File: src/rtl/vga_capture.sv
// vga_capture: VGA sink that recovers pixel coordinates from a sampled VGA
// stream and writes every visible pixel to a framebuffer write port using
// {y[8:0], x[9:0]} addressing. Optional per-frame CRC-16-CCITT over the
// written pixels is enabled by defining VGA_CAPTURE_CRC_EN.
module vga_capture #(
  parameter int H_ACTIVE        = 640,
  parameter int V_ACTIVE        = 480,
  parameter bit SYNC_ACTIVE_LOW = 1'b1
) (
  input  logic        clock,
  input  logic        reset,
  input  logic        vga_clk,
  input  logic        h_sync,
  input  logic        v_sync,
  input  logic        blank,
  input  logic [7:0]  red,
  input  logic [7:0]  green,
  input  logic [7:0]  blue,
  output logic        wr_en,
  output logic [18:0] wr_addr,
  output logic [23:0] wr_data,
  output logic        frame_done,
  output logic        frame_error,
  output logic        overflow,
`ifdef VGA_CAPTURE_CRC_EN
  output logic [15:0] frame_crc,
`endif
  output logic        locked
);

  typedef enum logic {WAIT_VSYNC, ACTIVE} state_t;

  localparam logic [9:0] H_LIM = 10'(H_ACTIVE);
  localparam logic [8:0] V_LIM = 9'(V_ACTIVE);

  state_t     state, state_next;
  logic       vga_clk_d;
  logic       strobe;
  logic       hs, vs;
  logic       hs_d, vs_d, blank_d;
  logic [9:0] x;
  logic [8:0] y;
  logic       frame_ovf;
  logic       vs_rise, blank_fall;
  logic       pix_write, pix_over;
  logic       unused_hs;

  assign strobe     = vga_clk & ~vga_clk_d;
  assign hs         = h_sync ^ SYNC_ACTIVE_LOW;
  assign vs         = v_sync ^ SYNC_ACTIVE_LOW;
  assign vs_rise    = strobe & vs & ~vs_d;
  assign blank_fall = strobe & blank_d & ~blank;
  // Line sync is tracked for a planned line-sanity check but drives nothing yet.
  assign unused_hs  = hs_d;

  // State register.
  always_ff @(posedge clock) begin
    if (!reset) state <= WAIT_VSYNC;
    else        state <= state_next;
  end

  // Next state and per-strobe pixel classification; vsync takes priority over pixels.
  always_comb begin
    state_next = state;
    pix_write  = 1'b0;
    pix_over   = 1'b0;
    case (state)
      WAIT_VSYNC: begin
        if (vs_rise) state_next = ACTIVE;
      end
      ACTIVE: begin
        if (strobe && !vs_rise && blank) begin
          if ((x < H_LIM) && (y < V_LIM)) pix_write = 1'b1;
          else                            pix_over  = 1'b1;
        end
      end
      default: state_next = WAIT_VSYNC;
    endcase
  end

  // Edge-detection history: pixel clock every cycle, sync/blank once per pixel.
  always_ff @(posedge clock) begin
    if (!reset) begin
      vga_clk_d <= 1'b0;
      hs_d      <= 1'b0;
      vs_d      <= 1'b0;
      blank_d   <= 1'b0;
    end else begin
      vga_clk_d <= vga_clk;
      if (strobe) begin
        hs_d    <= hs;
        vs_d    <= vs;
        blank_d <= blank;
      end
    end
  end

  // Coordinate counters, write port and frame status outputs.
  always_ff @(posedge clock) begin
    if (!reset) begin
      x           <= '0;
      y           <= '0;
      frame_ovf   <= 1'b0;
      wr_en       <= 1'b0;
      wr_addr     <= '0;
      wr_data     <= '0;
      frame_done  <= 1'b0;
      frame_error <= 1'b0;
      overflow    <= 1'b0;
      locked      <= 1'b0;
    end else begin
      wr_en       <= pix_write;
      frame_done  <= 1'b0;
      frame_error <= 1'b0;
      if (pix_write) begin
        wr_addr <= {y, x};
        wr_data <= {red, green, blue};
      end
      if (state == WAIT_VSYNC) begin
        if (vs_rise) begin
          locked    <= 1'b1;
          x         <= '0;
          y         <= '0;
          frame_ovf <= 1'b0;
        end
      end else if (strobe) begin
        if (vs_rise) begin
          if ((y == V_LIM) && !frame_ovf) frame_done  <= 1'b1;
          else                            frame_error <= 1'b1;
          x         <= '0;
          y         <= '0;
          frame_ovf <= 1'b0;
        end else if (blank_fall) begin
          x <= '0;
          if (y != 9'd511) y <= y + 9'd1;
        end else if (pix_write) begin
          x <= x + 10'd1;
        end else if (pix_over) begin
          overflow  <= 1'b1;
          frame_ovf <= 1'b1;
          if (x != 10'd1023) x <= x + 10'd1;
        end
      end
    end
  end

`ifdef VGA_CAPTURE_CRC_EN
  logic [15:0] crc_acc;

  function automatic logic [15:0] crc_step(input logic [15:0] c, input logic [23:0] d);
    logic [15:0] r;
    r = c;
    for (int i = 23; i >= 0; i--) begin
      if (r[15] ^ d[i]) r = {r[14:0], 1'b0} ^ 16'h1021;
      else              r = {r[14:0], 1'b0};
    end
    return r;
  endfunction

  // Per-frame CRC: fold each written pixel in, publish and restart at frame end.
  always_ff @(posedge clock) begin
    if (!reset) begin
      crc_acc   <= 16'hFFFF;
      frame_crc <= 16'h0000;
    end else if ((state == ACTIVE) && vs_rise) begin
      frame_crc <= crc_acc;
      crc_acc   <= 16'hFFFF;
    end else if (wr_en) begin
      crc_acc <= crc_step(crc_acc, wr_data);
    end
  end
`endif

endmodule

File: config.mk
export PLATFORM = sky130hd
export DESIGN_NAME = vga_capture
export DESIGN_NICKNAME = d
export VERILOG_FILES = /design/src/rtl/vga_capture.sv
export SDC_FILE = /design/constraint.sdc
export NUM_CORES = 1
export LEC_CHECK = 0
export ABC_AREA = 1
export CAP_MARGIN = 20
export CORE_ASPECT_RATIO = 2
export CORE_MARGIN = 8
export CORE_UTILIZATION = 50
export DETAILED_ROUTE_END_ITERATION = 10
export PLACE_DENSITY = 0.87
export SYNTH_ARGS = -nofsm -noshare
export SYNTH_HDL_FRONTEND = slang
export SYNTH_SLANG_ARGS = --single-unit
export TNS_END_PERCENT = 50
File: constraint.sdc
create_clock -name clock -period 2.9 [get_ports clock]
set_input_delay 0.58 -clock clock [delete_from_list [all_inputs] [get_ports clock]]
set_output_delay 0.58 -clock clock [all_outputs]
set_load 0.02 [all_outputs]
### Word level (Yosys, flattened, before mapping)

Index checks and enable logic that the tools add are counted.

| cells by class | value |
|---|---|
| $add $sub $neg | 2 |
| $lt $le $gt $ge | 2 |
| eq/ne operators | 11 |
| mux-type cells | 31 |
| bitwise operators | 13 |
| reduce and logical (&&, ||, !) cells | 13 |

Operators by type and width:

| kind | number |
|---|---|
| 2-to-1 mux 10 bit | 8 |
| 2-to-1 mux 9 bit | 6 |
| 2-to-1 mux 1 bit | 17 |
| AND reduction 4 bit | 3 |
| adder 10 x 1 -> 10 bit (second input constant) | 1 |
| < comparator 10 bit (second input constant) | 1 |
| inequality test 10 bit (second input constant) | 1 |
| inequality test 5 x 1 -> 1 bit (second input constant) | 2 |
| adder 9 x 1 -> 9 bit (second input constant) | 1 |
| equality test 9 bit (second input constant) | 1 |
| < comparator 9 bit (second input constant) | 1 |
| inequality test 3 x 1 -> 1 bit (second input constant) | 3 |
| inequality test 9 bit (second input constant) | 1 |
| inverter 1 bit | 8 |
| inequality test 3 bit (second input constant) | 2 |
| AND reduction 6 bit | 1 |
| bitwise AND 1 bit | 5 |
| AND reduction 5 bit | 1 |
| logical AND 1 bit | 4 |
| logical NOT 1 bit | 2 |
| inequality test 2 x 1 -> 1 bit (second input constant) | 1 |
| AND reduction 2 bit | 1 |
| nonzero test 2 bit | 1 |

| storage, ports and cells | value |
|---|---|
| bits in registers | 72 |
| input port bits | 30 |
| output and inout bits | 48 |
| word-level logic and storage cells | 86 |

### Logic depth before layout (Yosys ltp)

| depth | value |
|---|---|
| depth in word-level cells | 15 |
| depth in mapped cells | 11 |
| depth with buffers taken out | 11 |

### Worst setup path before layout

OpenSTA, ideal clock, no wires.

| timing path | value |
|---|---|
| path kind | reg-to-reg |
| start point | register y[0] |
| end point | register y[3] |
| setup time | 0.115 ns |
| arrival | 1.569 ns |
| required time | 2.785 ns |
| slack | 1.216 ns |
| cell stages (with the launch flop) | 11 |
| buffers on the path | 0 |
| period minus slack after synthesis | 1.684 ns |
| path through | dfxtp_1 -> ha_1 -> nand2_1 -> nor4_1 -> ha_1 -> o21ai_2 -> nand2_4 -> clkinv_2 -> nand2_1 -> xor2_1 -> nor2_2 |

| between the ends | value |
|---|---|
| cells in the longest elaborated chain, start to end | 6 |
| elaborated cells between the ends (all ways) | 9 |
| classes of those cells | 1 x add/sub; 2 x eq/ne; 5 x mux; 1 x reduce/logical |

Ends and longest elaborated chain:

| what | line | source |
|---|---|---|
| start: declaration | 42 | `logic [8:0] y;` |
| start signal: assignment | 135 | `if (y != 9'd511) y <= y + 9'd1;` |
| adder 9 x 1 -> 9 bit | 135 |  |
| 2-to-1 mux 9 bit | 135 |  |
| 2-to-1 mux 9 bit | 133 | `end else if (blank_fall) begin` |
| 2-to-1 mux 9 bit | 127 | `if (vs_rise) begin` |
| 2-to-1 mux 9 bit | 126 | `end else if (strobe) begin` |
| 2-to-1 mux 9 bit | 119 | `if (state == WAIT_VSYNC) begin` |

Parallel ways exist; a longest one is shown, timed or not. The select of a mux whose other input is x is not followed.
A chain may end at the register's enable or synchronous reset.

### Final worst setup path

| timing path | value |
|---|---|
| start point | input port vga_clk |
| end point | register wr_data[21] |

| between the ends | value |
|---|---|
| cells in the longest elaborated chain, start to end | 8 |

Ends and longest elaborated chain:

| what | line | source |
|---|---|---|
| start: declaration | 12 | `input logic vga_clk,` |
| bitwise AND 1 bit * | 48 | `assign strobe = vga_clk & ~vga_clk_d;` |
| bitwise AND 1 bit (2 in series) | 51 | `assign vs_rise = strobe & vs & ~vs_d;` |
| logical NOT 1 bit | 72 | `if (strobe && !vs_rise && blank) begin` |
| logical AND 1 bit * (2 in series) | 72 |  |
| 2-to-1 mux 1 bit * | 72 |  |
| 2-to-1 mux 1 bit * | 67 | `case (state)` |
| end signal: assignment | 117 | `wr_data <= {red, green, blue};` |
| end: declaration | 21 | `output logic [23:0] wr_data,` |

Mark *: on every way between the ends. The rest lies on a longest branch, timed or not.

==> results.ini <==
[run_status]
status=finished clean

[run]
max_cap_violations=0

[floorplanning]
fp.dieW_um=70.85
coreArea_mm2=0.005906
dieArea_mm2=0.008905
die_height_um=125.7
pin_count=78
initial_core_util_pct=50.93
rows=40

[sta]
setup_viol=0
timing.fmax_ghz=0.4227
final-hold-violation-count=0
slew_headroom_pct=38.67
period_needed_ns=2.366
whs_ns=0.4562
period_share_pct=81.58
rsz0062_at_grt=no
slew_violations=0
worst_pin_slew_ns=0.9189
finalClockSkew_ns=0.005080
setup_tns_ns=0

[worst_setup_path]
critPathRequiredTime_ns=3.15
path_cells=clkdlybuf4s50_1 > inv_2 > nor2_4 > nand3_4 > nand3_2 > nor2_4 > inv_1 > nor2_1 > nor2_1
critPathCaptureType=register
crit_type=primary input to register
critical-path-max-stage-delay_ns=0.66
worst_setup_path_start_kind=primary input
crit_slowest_cell=inv_1
path_buf_inv=3
crit_fanout=29
critical_path_arrival_ns=2.62
critical-path-top-delay-family=buffers and inverters

[clock_network]
clockBufferDepth=2
htree_levels=3
cts_root_buffer=clkbuf_16
cts_hold_buf=0
cts_buffers=9
cts_resized=0
worstSkewPairLatency_ns=0.33
cts_tree=built
cts_setup_buffers=0
cts.sinks=72
path_clk_slew_ns=0.05

[grt]
grt.overflow.total=0
grt_pass1_wl_um=13210
grt_max_degree=59
grt_usage_pct=18.47
antenna_found_initial=0
grt_pass1_vias=2746

[synthesis]
ys_seq_area_share_pct=47.92
syn_avg_cell_area_um2=7.445
yosysWarnings=0
netlist_area_mm2=0.003008
ys_ff_latch=72
synth.net_count=438
synthCells=404
synthDistinctLibCells=28

[placement]
dp_hpwl_um=5248
dpl-instance-area_mm2=0.003795
port_buffers=76
gp_congestion=0.9158

[route]
firstDrtPassIters=7
vias=2866
drt_iter0_drc=241
routedWlPerCell_um=14.62
drc_errors=0
viasPerCell=5.249
antenna_left=0
wirelength_um=7981

[power]
vdd_drop_max_mv=0.4888
p_leak_nw=1.653
cellPowerDensity_mw_per_mm2=559.7

[cells_and_area]
mostFrequentLayoutCells=nor2_1, clkdlybuf4s50_1, dfxtp_1
num_antenna_cells=0
areaGrowthSynthToFinish_pct=35.69
final_nets=512
final_common_cell=nor2_1
postLayoutCellArea_mm2=0.004081
drive_above_1_share_pct=6.625

[min_path]
hold_class=register to register

[tightest hold or removal path, delay by kind of cell, from the launching register on]
family / cells / cell delay [ns]
flip-flops: 1 / 0.30
buffers and inverters: 1 / 0.05
AO/OA/AOI/OAI: 1 / 0.06
[layer usage]
metal  wire length, um  global-route usage (%)  up-vias  share of wire (%)
met5                 0                       0        -                  0
met4               148                   7.417        0                1.9
met3               753                   9.141       10                9.4
met2              3733                   28.86       93                 47
met1              3346                   20.76     1306                 42
li1                  -                       -     1457                  -
[sequential cells by signal, summed over array words and instances (netlist names)]
signal / cells
x: 10
frame_error: 1
frame_ovf: 1
wr_addr: 19
locked: 1
vga_clk_d: 1
frame_done: 1
overflow: 1
vs_d: 1
wr_en: 1
wr_data: 24
blank_d: 1
state: 1
y: 9
[synth_stat cells (all sizes together)]
master / count / area (um^2)
nand2: 57 / 221.5
clkbuf: 10 / 37.54
o21a: 1 / 7.510
nand3: 24 / 142.6
xnor2: 2 / 17.52
a31oi: 1 / 6.260
nand4: 7 / 43.79
a21oi: 33 / 176.4
xor2: 2 / 17.52
ha: 4 / 50.05
a211oi: 3 / 22.52
clkinv: 1 / 5.000
nor3: 6 / 30.03
buf: 8 / 52.55
o21ai: 48 / 244.0
dfxtp: 72 / 1441
inv: 36 / 135.1
nor4: 1 / 6.260
nor2: 88 / 350.3
[stage by stage]
stage               setup WS (ns)  util, %  cells  power (mW)
floorplan                   1.216        -    404       1.160
global placement           0.2657    64.26    530       1.249
detailed placement         0.2366    64.26    530       1.252
CTS                        0.5392    69.11    546       2.303
global route               0.3878    69.11    546       2.363
finish                     0.5341    69.11    546       2.284
[cell families (layout without fill, tap and decap cells)]
| kind of cell | after synthesis | count (layout) | share of synthesized area [%] |
|---|---|---|---|
| flops | 72 | 72 | 47.92 |
| fa+ha+maj | 4 | 4 | 1.664 |
| xor+xnor | 4 | 4 | 1.165 |
| compound gates | 86 | 86 | 15.18 |
| buf+inv | 55 | 134 | 7.654 |
| simple gates | 183 | 183 | 26.41 |
[worst paths after layout]
| kind | start | endpoint | slack (ns) | depth (start not counted) |
|---|---|---|---|---|
| worst max-delay path | vga_clk | wr_data[21] | 0.53 | 9 |
| worst min-delay path | overflow | overflow | 0.46 | 2 |
| worst max register to register | y[5] | wr_data[21] | 0.89 | 8 |
| worst min register to register | overflow | overflow | 0.46 | 2 |
[where the power goes]
group	internal (mW)	switching [mW]	leakage, nW	total, mW
logic	0.0912	0.109	0.931	0.200
clock network	0.648	0.402	0.139	1.05
registers	1.02	0.0187	0.583	1.03
total	1.75	0.529	1.65	2.28
[cell type report]
type | count | area, um^2
Multi-Input combinational cell | 277 | 1336
Fill cell | 464 | 1824
Sequential cell | 72 | 1441
Tap cell | 63 | 78.83
Clock inverter | 2 | 12.51
Inverter | 37 | 140.1
Timing Repair Buffer | 81 | 798.3
Clock buffer | 14 | 274.0
(Power assumes the default switching activity.)
